<file path="src/rtl/imem_port_arbiter.sv">
// imem_port_arbiter: round-robin sequencer sharing a byte-wide instruction memory between fetch and loader.
// Optional build macro IMEM_ALIGN_CHECK_EN rejects misaligned requests with an error completion.
module imem_port_arbiter #(
    parameter int unsigned ADDR_W = 10
) (
    input  logic              clk,
    input  logic              rst_n,
    input  logic              if_req,
    input  logic [31:0]       if_addr,
    output logic              if_valid,
    output logic [31:0]       if_data,
    output logic              if_err,
    input  logic              ld_req,
    input  logic [31:0]       ld_addr,
    input  logic [31:0]       ld_wdata,
    output logic              ld_done,
    output logic              ld_err,
    output logic [ADDR_W-1:0] mem_addr,
    output logic              mem_we,
    output logic [7:0]        mem_wdata,
    input  logic [7:0]        mem_rdata,
    output logic              busy
);

    typedef enum logic [1:0] {
        S_IDLE,
        S_FETCH,
        S_WRITE,
        S_DONE
    } state_e;

    typedef enum logic {
        GNT_FETCH,
        GNT_LOADER
    } gnt_e;

    state_e            state_q, state_d;
    logic [1:0]        cnt_q, cnt_d;
    gnt_e              last_gnt_q, last_gnt_d;
    gnt_e              cur_gnt_q, cur_gnt_d;
    logic [ADDR_W-1:0] base_q, base_d;
    logic [31:0]       wdata_q, wdata_d;
    logic [31:0]       if_data_q, if_data_d;
`ifdef IMEM_ALIGN_CHECK_EN
    logic              err_q, err_d;
`endif

    logic              grant_fetch;
    logic              grant_any;
    logic [31:0]       sel_addr;
    logic [ADDR_W-1:0] beat_addr;

    always_ff @(posedge clk) begin
        if (!rst_n) begin
            state_q    <= S_IDLE;
            cnt_q      <= '0;
            last_gnt_q <= GNT_LOADER;
            cur_gnt_q  <= GNT_FETCH;
            base_q     <= '0;
            wdata_q    <= '0;
            if_data_q  <= '0;
`ifdef IMEM_ALIGN_CHECK_EN
            err_q      <= 1'b0;
`endif
        end else begin
            state_q    <= state_d;
            cnt_q      <= cnt_d;
            last_gnt_q <= last_gnt_d;
            cur_gnt_q  <= cur_gnt_d;
            base_q     <= base_d;
            wdata_q    <= wdata_d;
            if_data_q  <= if_data_d;
`ifdef IMEM_ALIGN_CHECK_EN
            err_q      <= err_d;
`endif
        end
    end

    // On a tie the requester that was not granted last time wins.
    assign grant_any   = if_req | ld_req;
    assign grant_fetch = if_req & (~ld_req | (last_gnt_q == GNT_LOADER));
    assign sel_addr    = grant_fetch ? if_addr : ld_addr;
    assign beat_addr   = base_q + ADDR_W'(cnt_q);
    assign if_data     = if_data_q;

    always_comb begin
        state_d    = state_q;
        cnt_d      = cnt_q;
        last_gnt_d = last_gnt_q;
        cur_gnt_d  = cur_gnt_q;
        base_d     = base_q;
        wdata_d    = wdata_q;
        if_data_d  = if_data_q;
`ifdef IMEM_ALIGN_CHECK_EN
        err_d      = err_q;
`endif
        if_valid   = 1'b0;
        if_err     = 1'b0;
        ld_done    = 1'b0;
        ld_err     = 1'b0;
        mem_addr   = '0;
        mem_we     = 1'b0;
        mem_wdata  = '0;
        busy       = (state_q != S_IDLE);

        unique case (state_q)
            S_IDLE: begin
                if (grant_any) begin
                    cur_gnt_d  = grant_fetch ? GNT_FETCH : GNT_LOADER;
                    last_gnt_d = grant_fetch ? GNT_FETCH : GNT_LOADER;
                    base_d     = sel_addr[ADDR_W-1:0];
                    cnt_d      = '0;
                    if_data_d  = '0;
                    if (!grant_fetch) begin
                        wdata_d = ld_wdata;
                    end
                    state_d    = grant_fetch ? S_FETCH : S_WRITE;
`ifdef IMEM_ALIGN_CHECK_EN
                    err_d      = (sel_addr[1:0] != 2'b00);
                    if (sel_addr[1:0] != 2'b00) begin
                        state_d = S_DONE;
                    end
`endif
                end
            end
            S_FETCH: begin
                mem_addr  = beat_addr;
                if_data_d = {if_data_q[23:0], mem_rdata};
                cnt_d     = cnt_q + 2'd1;
                if (cnt_q == 2'd3) begin
                    state_d = S_DONE;
                end
            end
            S_WRITE: begin
                mem_addr = beat_addr;
                // A beat in flight while reset is asserted is not committed to memory.
                mem_we   = rst_n;
                unique case (cnt_q)
                    2'd0:    mem_wdata = wdata_q[31:24];
                    2'd1:    mem_wdata = wdata_q[23:16];
                    2'd2:    mem_wdata = wdata_q[15:8];
                    default: mem_wdata = wdata_q[7:0];
                endcase
                cnt_d    = cnt_q + 2'd1;
                if (cnt_q == 2'd3) begin
                    state_d = S_DONE;
                end
            end
            S_DONE: begin
                if (cur_gnt_q == GNT_FETCH) begin
                    if_valid = 1'b1;
`ifdef IMEM_ALIGN_CHECK_EN
                    if_err   = err_q;
`endif
                end else begin
                    ld_done  = 1'b1;
`ifdef IMEM_ALIGN_CHECK_EN
                    ld_err   = err_q;
`endif
                end
                cnt_d   = '0;
                state_d = S_IDLE;
            end
            default: state_d = S_IDLE;
        endcase
    end

endmodule

</file>
<file path="config.mk">
export PLATFORM = sky130hd
export DESIGN_NAME = imem_port_arbiter
export DESIGN_NICKNAME = d
export VERILOG_FILES = /design/src/rtl/imem_port_arbiter.sv
export SDC_FILE = /design/constraint.sdc
export NUM_CORES = 1
export LEC_CHECK = 0
export ABC_AREA = 1
export CAP_MARGIN = 10
export CORE_MARGIN = 4
export CORE_UTILIZATION = 38
export DETAILED_ROUTE_END_ITERATION = 10
export GPL_ROUTABILITY_DRIVEN = 0
export PLACE_DENSITY = 0.83
export SYNTH_ARGS = -nofsm -noshare
export SYNTH_HDL_FRONTEND = slang
export SYNTH_SLANG_ARGS = --single-unit
</file>
<file path="constraint.sdc">
create_clock -name clk -period 1.4 [get_ports clk]
set_input_delay 0.21 -clock clk [delete_from_list [all_inputs] [get_ports clk]]
set_output_delay 0.21 -clock clk [all_outputs]
set_load 0.05 [all_outputs]
</file>
==> run metrics, run 1 <==
top cells by area, synth=dfxtp_1 43%, nand3_1 11%, nor2_1 9.3%; Ant. Diodes=0; Final Slew Violations=0; die footprint=11,300 um^2; starting density of the core=39.5%; total core area=9330 um^2; DRC Markers=0; Final Routed Wirelength=15,800 um; Overflow after GRT=0; CP endpoint kind=output pin; sequential fraction of the synthesis area=43.5%; max incr delay on CP=0.36 ns; Die Wd=106 um; Period Utilization, post-route=152%; FF-to-FF Start=state_q[1]$_SDFFE_PN0P_; total clock sinks=80; area leader, netlist=dfxtp_1; largest net degree at the start of global routing=34; HP Class=in -> reg; Max Buffers Root-to-Sink=2; worst reg2reg path endpoint=wdata_q[19]$_SDFFE_PN0P_; via count=4,405; most frequent cells in the layout=76 x nor2_1, 74 x dfxtp_1, 72 x nand3_1; Cell Area, Synth=3680 um^2; CP delay by family, top=adder cells; share of synthesized registers carrying an async set or reset=0%; via density per instance=5.43; commonest non-fill, non-tap cell in the layout=nor2_1; maximum vdd drop=974 uV; CP startpoint kind=flip-flop; Syn Inst Count=523; H-Tree Depth=3; CTS tree=built; top_reg_cell synth=dfxtp_1; critical path required time=1.19 ns; hold buffers post-CTS=0; setup repair after global routing missed its margin=true; CP endpoint=mem_addr[6]; Setup WS pre-CTS=-0.406 ns; Setup Skew=0.0141 ns; number of synthesized flops with an enable pin=0; Arr. time, crit path=1.92 ns; Reg2Reg Depth=9; failing checks=negative setup slack; antenna violations before repair=0; flop2flop setup slack=-0.17 ns; Rows=35; WP depth=9; Syn Area/Cell=7.04 um^2; CTS Buf Count=9; DIE HEIGHT=106 um; First-pass DRT Iterations=4; crit path buf inv count=2; crit-path max FO=4; Clk pin slew, worst setup/hold paths=0.09 ns; P_leak=2.78 nW; vias in the first global route=4,127; Synth top area share=43.5%; IO Pins=164; Tmin final=2.13 ns; post-DP HPWL=8610 um; area added between synthesis and finish=98.8%; PnR worst setup slack=-0.735 ns; Fin. Hold Viols=0; first-pass GRT wire length=20,200 um; Fillers=537; wire length per cell=19.5 um; max cap viols=0; layout cells sized above 1=41.5%; Worst path slowest cell=fa_2; FMAX=0.468 GHz; Yosys reg bits=80; status=finished, violations left; Synth cell types=25; critical setup path kind=reg -> out; post-route cell area=7320 um^2; Total Routing Usage GR=22.1%; DP Area=6060 um^2; worst-skew pair later-pin latency=0.35 ns; pwr dens=1670 nW/um^2; number of routed nets with antenna violations=0; Setup-failing EPs final=49; setup TNS=-11.02 ns; CTS Root Cell=clkbuf_8; starting DRC count in detailed routing=260; crit path from=cnt_q[0]$_SDFFE_PN0P_; yosys synthesis warning count=0; crit-path cells=ha_4 -> fa_2 -> nand2_2 -> nor2_4 -> nand2_2 -> buf_6 -> nand2_4 -> nor2_4 -> buf_12; Final #Nets=797; I/O Buffers=117
per-layer routing:
layer | vias up | track usage, % | routed length [um]
li1 | 2038 | - | -
met1 | 2086 | 25.3 | 5700
met2 | 239 | 39.1 | 8190
met3 | 42 | 7.77 | 1400
met4 | 0 | 5.84 | 540
met5 | - | 0 | 0
what timing repair did:
item	in CTS	in global routing
endpoints found under the setup margin	67	96
gates cloned	3	10
pin swaps	14	32
gates resized for setup	85	108
buffers inserted	7	8
synthesized netlist by cell type, types with 2 or more instances:
library cell	instances
nor2_1	91
ha_1	10
o21ai_1	28
buf_1	3
a31oi_1	9
nand3_1	78
a21oi_1	52
clkbuf_1	14
buf_4	5
nand2_1	78
o21ai_0	17
inv_2	3
dfxtp_1	80
inv_1	30
clkinv_1	2
buf_2	14
flip-flops by register name, indices dropped and copies added, names as in the netlist:
signal      flops
wdata_q        32
if_data        32
base_q         10
state_q         2
last_gnt_q      1
cur_gnt_q       1
cnt_q           2
report_power, final:
part	leakage, nW	total [mW]	switching [mW]	internal (mW)
logic	2.03	7.38	4.03	3.35
registers	0.658	3.16	0.438	2.73
clock network	0.0883	1.67	0.857	0.816
area by class of cell:
| cell class | instances | area, um^2 | share of cell area, % |
|---|---|---|---|
| well taps | 129 | 161 | 2.20 |
| multi-input cells | 373 | 2600 | 35.5 |
| inverters | 35 | 190 | 2.60 |
| clock buffers | 10 | 128 | 1.74 |
| clock inverters | 5 | 58.8 | 0.803 |
| repair inverters | 1 | 7.51 | 0.102 |
| flip-flops and latches | 80 | 1620 | 22.1 |
| repair buffers | 178 | 2560 | 34.9 |
worst min-delay path: cells and delay by family:
kind / cells / cell delay, ns
AOI/OAI and AO/OA: 1 / 0.06
buffers and inverters: 1 / 0.39
and+or+nand+nor: 1 / 0.08
stage by stage:
stage	hold WS, ns	std cells	util, %	power, mW
floorplan	0.359	524	-	6.16
global placement	0.465	773	65.0	8.21
detailed placement	0.479	773	65.0	8.38
CTS	0.424	798	71.5	10.9
global route	0.431	811	78.5	12.8
finish	0.429	811	78.5	12.2
cells by family after synthesis:
kind of cell,count (synthesis),share of synthesized area (%)
AOI/OAI and AO/OA,107,14.9
and+or+nand+nor,253,29.3
other,1,0.102
DFF,80,43.5
adders and majority gates,11,3.94
buffers and inverters,71,8.22
worst min-delay path by stage:
stage / startpoint / to / slack (ns) / cells after the start
2_1_floorplan: ld_wdata[10] / wdata_q[10]$_SDFFE_PN0P_ / 0.36 / 2
3_3_place_gp: cur_gnt_q$_SDFFE_PN0P_ / cur_gnt_q$_SDFFE_PN0P_ / 0.46 / 2
3_5_place_dp: wdata_q[19]$_SDFFE_PN0P_ / wdata_q[19]$_SDFFE_PN0P_ / 0.48 / 2
4_1_cts: mem_rdata[5] / if_data[5]$_SDFFE_PN0P_ / 0.42 / 3
5_1_grt: mem_rdata[2] / if_data[2]$_SDFFE_PN0P_ / 0.43 / 3
6_report: mem_rdata[3] / if_data[3]$_SDFFE_PN0P_ / 0.43 / 3
(Power assumes the default switching activity.)
==> inputs of run 2 (changes only) <==
CORE_MARGIN = 5   (was 4)
==> run 2 against run 1 <==
- the run still ends with negative setup slack left
- wire length is 1.5% lower
- cell area is 0.72% lower
- non-clock buffer count is 7 lower
- clock skew is 0.0052 ns higher
- via count is 1.9% lower
- fmax is 2.3% higher
- final cell count is 0.37% lower
- flip-flop and latch count stayed put
==> run metrics, run 2 (synthesis results as in run 1) <==
status=finished, violations left; failing checks=negative setup slack; Overflow after GRT=0 (unchanged); IO Pins=164 (unchanged); CTS Root Cell=clkbuf_8; Placed Cells=777 (+0.52%); worst-skew pair later-pin latency=0.38 ns (+0.03 ns); via count=4,320 (-1.9%); via density per instance=5.35 (-1.6%); FMAX=0.479 GHz (+2.3%); DP Area=6040 um^2 (-0.33%); CTS Buf Count=9 (unchanged); Period Utilization, post-route=149% (-3.4 points); Tot Pwr=12.1 mW (-0.69%); pwr dens=1670 nW/um^2 (about the same); CP startpoint kind=flip-flop; CTS tree=built; starting DRC count in detailed routing=219 (-16%); total core area=9590 um^2 (+2.9%); Ant. Diodes=0 (unchanged); layout cells sized above 1=41.5% (about the same); M1 WL=5700 um (about the same); DRC Markers=0 (unchanged); routed wl met2=8100 um (-1.1%); crit-path max FO=4 (unchanged); maximum vdd drop=1010 uV (+3.9%); non-filler cells in the finished layout=808 (-0.37%); die footprint=11,800 um^2 (+3.8%); most frequent cells in the layout=83 x nor2_1, 75 x dfxtp_1, 63 x clkdlybuf4s50_1; Fillers=576 (+7.3%); area added between synthesis and finish=97.4%; metal3 WL=1190 um (-15%); Multi-input gate area=2720 um^2 (+4.4%); HP Class=in -> reg; antenna violations before repair=0 (unchanged); Setup-failing EPs final=43 (-12%); commonest non-fill, non-tap cell in the layout=nor2_1; max incr delay on CP=0.36 ns (about the same); starting density of the core=38.4% (-1.1 points); Final #Nets=789 (-1.0%); max cap viols=0 (unchanged); vias in the first global route=4,113 (-0.34%); Fin. Hold Viols=0 (unchanged); critical setup path kind=reg -> out; Setup Skew=0.0193 ns (+0.00519 ns); P_leak=2.66 nW (-4.3%); Clk pin slew, worst setup/hold paths=0.10 ns (about the same); Tmin final=2.09 ns (-0.0470 ns); H-Tree Depth=3 (unchanged); largest net degree at the start of global routing=45 (+32%); critical path required time=1.19 ns (about the same); post-route cell area=7270 um^2 (-0.72%); total clock sinks=80 (unchanged); DIE HEIGHT=108 um (+1.9%); flop2flop setup slack=-0.09 ns (+0.08 ns); number of routed nets with antenna violations=0 (unchanged); Die Wd=108 um (+1.9%); hold buffers post-CTS=0 (unchanged); Final Slew Violations=0 (unchanged); final core utilization=75.8% (-2.7 points); wire length per cell=19.3 um (-1.1%); First-pass DRT Iterations=6 (+2); register area=1610 um^2 (-0.39%); I/O Buffers=117 (unchanged); Total Routing Usage GR=22.0% (-0.13 points); crit-path cells=ha_4 -> fa_2 -> nand2_2 -> nor2_4 -> nand2_2 -> o21ai_1 -> nor2_4 -> buf_12; first-pass GRT wire length=20,300 um (+0.55%); Rows=36 (+2.9%); PnR worst setup slack=-0.688 ns (+0.0470 ns); Worst path slowest cell=dfxtp_2; Max Buffers Root-to-Sink=2 (unchanged); Arr. time, crit path=1.88 ns (-0.04 ns); Min Hold Slack=0.429 ns (-0.000533 ns); setup repair after global routing missed its margin=true; Final Routed Wirelength=15,600 um (-1.5%); post-DP HPWL=9070 um (+5.4%); CP endpoint kind=output pin; uppermost layer routed=met4
run 2: layout make-up:
type	instances	share of cell area, %
tap	133	2.29
sequential	80	22.1
multi-input combinational	373	37.4
inverter	35	2.37
timing repair buffer	171	32.8
clock inverter	5	1.10
clock buffer	11	1.94
run 2: power by group:
group / switching [mW] / internal (mW) / leakage, nW
Clock: 0.884 / 1.05 / 0.106
Combinational: 3.99 / 3.09 / 1.89
Sequential: 0.404 / 2.72 / 0.657
Total: 5.28 / 6.85 / 2.66
run 2: per-layer routing:
layer,vias up,global-route usage (%)
met3,46,7.82
li1,2022,-
met5,-,0
met4,0,10.2
met2,187,38.3
met1,2065,23.7
run 2: stage by stage:
step                      setup WS (ns)  TNS (ns)
after global placement           -0.317    -17.39
after floorplan                  -0.334     -1.51
final                            -0.688    -10.73
after CTS                        -0.649     -9.95
after detailed placement         -0.380    -23.03
after global routing             -0.759    -14.54
run 2: final timing paths:
path,from,cells past startpoint,endpoint
setup reg to reg,state_q[1]$_SDFFE_PN0P_,9,if_data[4]$_SDFFE_PN0P_
hold reg to reg,wdata_q[16]$_SDFFE_PN0P_,2,wdata_q[16]$_SDFFE_PN0P_
setup / recovery,base_q[0]$_SDFFE_PN0P_,8,mem_addr[8]
hold / removal,mem_rdata[3],3,if_data[3]$_SDFFE_PN0P_
run 2: worst max-delay path: cells and delay by family, from the launching register on:
kind | cells | cell delay (ns)
AND/OR/NAND/NOR | 4 | 0.43
flip-flops | 1 | 0.36
adder cells (fa/ha/maj) | 2 | 0.36
AO/OA/AOI/OAI | 1 | 0.22
buffers and inverters | 1 | 0.15
run 2: repair_timing:
item                       4_1_cts  5_1_grt
cloned                           2        6
setup buffers                    9        4
pin swaps                       15       70
setup endpoints to repair       94       81
resized for setup               76      107
